### config.mk
export PLATFORM = sky130hd
export DESIGN_NAME = lsu_mem_if
export DESIGN_NICKNAME = d
export VERILOG_FILES = /design/src/rtl/lsu_mem_if.sv
export SDC_FILE = /design/constraint.sdc
export NUM_CORES = 1
export LEC_CHECK = 0
export BUFFER_PORTS_ARGS = -buffer_cell sky130_fd_sc_hd__buf_4
export CAP_MARGIN = 20
export CORE_MARGIN = 4
export CORE_UTILIZATION = 50
export DETAILED_ROUTE_END_ITERATION = 7
export GPL_TIMING_DRIVEN = 0
export HOLD_SLACK_MARGIN = 0.05
export PLACE_DENSITY_LB_ADDON = 0.05
export SLEW_MARGIN = 10
export SYNTH_ARGS = -nofsm -noshare
export SYNTH_HDL_FRONTEND = slang
export SYNTH_SLANG_ARGS = --single-unit
### constraint.sdc
create_clock -name clk_in -period 3.05 [get_ports clk_in]
set_input_delay 0.61 -clock clk_in [delete_from_list [all_inputs] [get_ports clk_in]]
set_output_delay 0.61 -clock clk_in [all_outputs]
set_load 0.02 [all_outputs]
### src/rtl/lsu_mem_if.sv
// Load/store unit: runs one request/grant/response data-bus access per memory op,
// stalls the pipeline while it is in flight and returns lane-extracted load data.
module lsu_mem_if #(
  parameter int TIMEOUT_CYC = 64
) (
  input  logic        clk_in,
  input  logic        rst_in,
  input  logic        req_valid_in,
  input  logic        mem_wr_in,
  input  logic [31:0] addr_in,
  input  logic [31:0] store_data_in,
  input  logic [1:0]  load_size_in,
  input  logic        load_unsigned_in,
  output logic        stall_out,
  output logic        dbus_req_out,
  output logic        dbus_we_out,
  output logic [31:0] dbus_addr_out,
  output logic [31:0] dbus_wdata_out,
  output logic [3:0]  dbus_wstrb_out,
  input  logic        dbus_gnt_in,
  input  logic        dbus_rvalid_in,
  input  logic [31:0] dbus_rdata_in,
  input  logic        dbus_err_in,
  output logic [31:0] load_data_out,
  output logic        load_valid_out,
  output logic        misaligned_out,
  output logic        bus_err_out
);
  localparam int CNT_W = $clog2(TIMEOUT_CYC);

  typedef enum logic [1:0] {S_IDLE, S_REQ, S_RESP, S_DONE} state_t;

  state_t             r_state;
  state_t             w_next;
  logic [CNT_W-1:0]   r_cnt;
  logic [31:0]        r_addr;
  logic [31:0]        r_wdata;
  logic [3:0]         r_wstrb;
  logic [1:0]         r_size;
  logic               r_uns;
  logic               r_we;
  logic [31:0]        r_load_data;
  logic               r_misal;
  logic               r_err;
  logic               w_complete;
  logic               w_timeout;
  logic               w_tmo_hit;
  logic               w_misal_in;

  function automatic logic [3:0] f_wstrb(input logic [1:0] sz, input logic [1:0] a);
    case (sz)
      2'b00:   return 4'b0001 << a;
      2'b01:   return a[1] ? 4'b1100 : 4'b0011;
      default: return 4'b1111;
    endcase
  endfunction

  function automatic logic [31:0] f_wdata(input logic [1:0] sz, input logic [31:0] d);
    case (sz)
      2'b00:   return {4{d[7:0]}};
      2'b01:   return {2{d[15:0]}};
      default: return d;
    endcase
  endfunction

  function automatic logic f_misaligned(input logic [1:0] sz, input logic [1:0] a);
    case (sz)
      2'b00:   return 1'b0;
      2'b01:   return a[0];
      default: return a != 2'b00;
    endcase
  endfunction

  function automatic logic [31:0] f_load(input logic [31:0] rd, input logic [1:0] sz,
                                         input logic [1:0] a, input logic uns);
    logic [7:0]  b;
    logic [15:0] h;
    b = rd[{a, 3'b000} +: 8];
    h = a[1] ? rd[31:16] : rd[15:0];
    case (sz)
      2'b00:   return uns ? {24'b0, b} : {{24{b[7]}}, b};
      2'b01:   return uns ? {16'b0, h} : {{16{h[15]}}, h};
      default: return rd;
    endcase
  endfunction

  assign w_misal_in = f_misaligned(load_size_in, addr_in[1:0]);
  assign w_tmo_hit  = (r_cnt == CNT_W'(TIMEOUT_CYC - 1));

  always_comb begin
    w_next     = r_state;
    w_complete = 1'b0;
    w_timeout  = 1'b0;
    case (r_state)
      S_IDLE: begin
        if (req_valid_in) w_next = w_misal_in ? S_DONE : S_REQ;
      end
      S_REQ: begin
        // A completion in the last allowed cycle wins over the timeout.
        if (dbus_gnt_in && dbus_rvalid_in) begin
          w_complete = 1'b1;
          w_next     = S_DONE;
        end else if (w_tmo_hit) begin
          w_timeout  = 1'b1;
          w_next     = S_DONE;
        end else if (dbus_gnt_in) begin
          w_next     = S_RESP;
        end
      end
      S_RESP: begin
        if (dbus_rvalid_in) begin
          w_complete = 1'b1;
          w_next     = S_DONE;
        end else if (w_tmo_hit) begin
          w_timeout  = 1'b1;
          w_next     = S_DONE;
        end
      end
      default: w_next = S_IDLE;
    endcase
  end

  always_ff @(posedge clk_in) begin
    if (rst_in) begin
      r_state     <= S_IDLE;
      r_cnt       <= '0;
      r_addr      <= '0;
      r_wdata     <= '0;
      r_wstrb     <= '0;
      r_size      <= '0;
      r_uns       <= 1'b0;
      r_we        <= 1'b0;
      r_load_data <= '0;
      r_misal     <= 1'b0;
      r_err       <= 1'b0;
    end else begin
      r_state <= w_next;
      r_cnt   <= (r_state == S_REQ || r_state == S_RESP) ? r_cnt + 1'b1 : '0;
      r_misal <= 1'b0;
      r_err   <= 1'b0;
      if (r_state == S_IDLE && req_valid_in) begin
        r_addr  <= addr_in;
        r_wdata <= f_wdata(load_size_in, store_data_in);
        r_wstrb <= mem_wr_in ? f_wstrb(load_size_in, addr_in[1:0]) : 4'b0000;
        r_size  <= load_size_in;
        r_uns   <= load_unsigned_in;
        r_we    <= mem_wr_in;
        if (w_misal_in) begin
          r_misal     <= 1'b1;
          r_load_data <= '0;
        end
      end
      if (w_complete) begin
        r_err       <= dbus_err_in;
        r_load_data <= (dbus_err_in || r_we) ? 32'h0
                       : f_load(dbus_rdata_in, r_size, r_addr[1:0], r_uns);
      end
      if (w_timeout) begin
        r_err       <= 1'b1;
        r_load_data <= '0;
      end
    end
  end

  assign stall_out      = (r_state == S_IDLE) ? req_valid_in
                          : (r_state == S_REQ || r_state == S_RESP);
  assign dbus_req_out   = (r_state == S_REQ);
  assign dbus_we_out    = r_we;
  assign dbus_addr_out  = {r_addr[31:2], 2'b00};
  assign dbus_wdata_out = r_wdata;
  assign dbus_wstrb_out = r_wstrb;
  assign load_data_out  = r_load_data;
  assign load_valid_out = (r_state == S_DONE) && !r_we;
  assign misaligned_out = r_misal;
  assign bus_err_out    = r_err;

endmodule

==> impl_metrics.py <==
metrics = {
    "critical_path": {
        "cp_max_fo": 12,
        "worstSetupPathType": "flop to primary output",
        "critPathRequiredTime_ps": 2440,
        "cp.arrival_ps": 2260,
        "cp-start-kind": "flop",
        "critPathCaptureType": "primary output",
    },
    "sta": {
        "setup_slack_ps": 184,
        "hold_slack_ps": 343,
        "fmax_ghz": 0.349,
        "fin_crit_sh": 0.940,
        "fin_crit_ps": 2870,
        "finClkSkew_ps": 7.54,
        "setup_viol": 0,
        "slew_headroom": 0.564,
        "setup_tns_ps": 0,
        "final-hold-violation-count": 0,
        "worst_slew_pin_slew_ps": 650,
        "timing.final.max_slew_violations": 0,
        "rsz0062_at_grt": "false",
    },
    "synthesis": {
        "synth_cells": 648,
        "ys_ff_latch": 114,
        "yosysSeqAreaShare": 0.428,
        "yosysWarningCount": 0,
        "yosysUniqueCellTypes": 52,
        "avgSynthCellArea_sq_um": 8.23,
        "ys.flop_type": "dfxtp_1",
        "synth_edf_count": 0,
        "synth_area_sq_um": 5330,
        "synthArstFlopShare": 0,
    },
    "global_routing": {
        "groute.usage.overall": 0.265,
        "grt_max_degree": 17,
        "grt_use_met3": 0.0890,
        "grtUsageMet2": 0.456,
        "grt_pass1_wl_mm": 26.8,
        "antenna_found_initial": 0,
        "busiest_layer": "met2",
        "grt-ovfl-total": 0,
        "met1_usage": 0.302,
        "first_global_vias": 5524,
    },
    "clock_tree": {
        "cts-root-buf": "clkbuf_8",
        "path_clk_slew_ps": 50,
        "cts.sinks": 114,
        "cts_tree": "done",
        "cts_made_buffers": 17,
        "postCtsSetupBuffers": 0,
        "worstSkewPairLatency_ps": 520,
        "cts_buffer_depth": 2,
        "cts-htree-levels": 4,
    },
    "placed_design": {
        "gp_congestion": 0.912,
        "dp_slack_ps": 362,
        "io_buffers": 209,
        "dpl.hpwl_mm": 12.9,
        "dpl_cell_area_sq_um": 7070,
        "post-place-cells": 994,
    },
    "layout": {
        "final_cell_mix": "243 x buf_4, 126 x nand2_1, 114 x dfxtp_1, 98 x a21oi_1, 35 x clkbuf_1",
        "layout-drive-gt1-share": 0.330,
        "fin_area_sq_um": 7630,
        "stdcell_count": 1024,
        "diodes": 0,
        "area_growth_pct": 43.1,
        "nets": 987,
        "final_common_cell": "buf_4",
    },
    "floorplan": {
        "rows": 37,
        "dieArea_sq_um": 12400,
        "die_y_microns": 111,
        "ioPinCount": 212,
        "core-area_sq_um": 10400,
        "die_x_microns": 111,
        "initial_utilization": 0.514,
    },
    "worst_hold_path": {
        "hp-class": "input pin to flop",
    },
    "pwr": {
        "clkPwrFrac": 0.332,
        "combPwrFrac": 0.336,
        "leakagePower_nw": 3.37,
        "p_seq_frac": 0.331,
        "p_per_area_nw_per_um2": 738,
        "p_switching_mw": 1.94,
        "vdd_drop_max_mv": 0.403,
        "intPower_mw": 3.69,
        "switching_share": 0.345,
    },
    "route": {
        "first_pass_iters": 5,
        "totalWireLength_mm": 16.8,
        "ant_nets": 0,
        "drc_errors": 0,
        "vias_per_cell": 5.43,
        "drt-initial-drc-count": 340,
        "routedWlPerCell_microns": 16.4,
        "vias": 5560,
    },
    "outcome": {
        "outcome": "completed",
    },
    "flow_run": {
        "cap_violations": 0,
    },
}
## timing repair
action                                  CTS  global route
endpoints found under the setup margin    1             0
hold buffers                              0             0
resized for setup                         1             0
## metrics by stage
| step | power, mW | util |
|---|---|---|
| after floorplan | 3.05 | - |
| after global placement | 3.72 | 0.682 |
| after detailed placement | 3.77 | 0.682 |
| after CTS | 5.65 | 0.736 |
| after global routing | 5.91 | 0.736 |
| final | 5.63 | 0.736 |
## power by group through the flow
stage | Sequential (mW) | Clock, mW | Combinational (mW)
3_5_place_dp | 1.89 | 0 | 1.88
3_3_place_gp | 1.87 | 0 | 1.84
2_1_floorplan | 2.02 | 0 | 1.03
6_report | 1.87 | 1.87 | 1.89
5_1_grt | 1.89 | 1.96 | 2.05
4_1_cts | 1.86 | 1.89 | 1.89
## cells in the mapped netlist, types with 8 or more instances
cell type  instances  area (sq um)
a21oi_1           98           490
clkbuf_1          35           131
dfxtp_1          114          2280
inv_1             13          48.8
nand2_1          126           473
nor2_1            31           116
o2bb2ai_1         16           140
nand3_1           18          90.1
a211oi_1           9          67.6
nor2b_1           13          81.3
o21ai_0           24           120
mux2i_1           30           300
buf_4             34           255
a311oi_1           8          70.1
## cell families after synthesis
family	share of synthesized area
xor gates and xnor gates	0.00493
muxes	0.0648
other	0.000703
DFF	0.428
AOI/OAI and AO/OA	0.215
and+or+nand+nor	0.182
buffers and inverters	0.0932
adders and majority gates	0.0117
## final cells by class
type                            count  area [sq um]
Clock inverter                     10           110
Tap cell                          136           170
Fill cell                         842          2740
Timing Repair Buffer              209          1570
Sequential cell                   114          2280
Multi-Input combinational cell    443          2560
Clock buffer                       21           449
Buffer                             78           445
Inverter                           13          48.8
## flip-flops by register name (all words and copies together), names as in the netlist
name / flops
r_addr: 32
dbus_we_out: 1
bus_err_out: 1
dbus_wdata_out: 32
r_uns: 1
r_size: 2
misaligned_out: 1
dbus_wstrb_out: 4
load_data_out: 32
r_state: 2
r_cnt: 6
## final timing paths
| check | slack (ps) | depth (start not counted) | from | endpoint |
|---|---|---|---|---|
| hold reg to reg | 450 | 2 | r_addr[13] | r_addr[13] |
| setup reg to reg | 750 | 7 | r_state[0] | load_data_out[24] |
| hold / removal | 340 | 3 | addr_in[18] | r_addr[18] |
| setup / recovery | 180 | 6 | r_state[0] | stall_out |
## routing by layer
metal | vias to the layer above | part of all wire
met3 | 40 | 0.082
met4 | 0 | 0.028
li1 | 2681 | -
met2 | 254 | 0.50
met5 | - | 0
met1 | 2585 | 0.39
## critical path, stage by stage, from the launching register on
cell and delay [ps]:
dfxtp_1 400, inv_1 90, ha_1 280, nand2_1 380
clkbuf_2 300, o21ai_0 120, buf_4 170
Note: power is estimated with default switching activity, not from simulation.
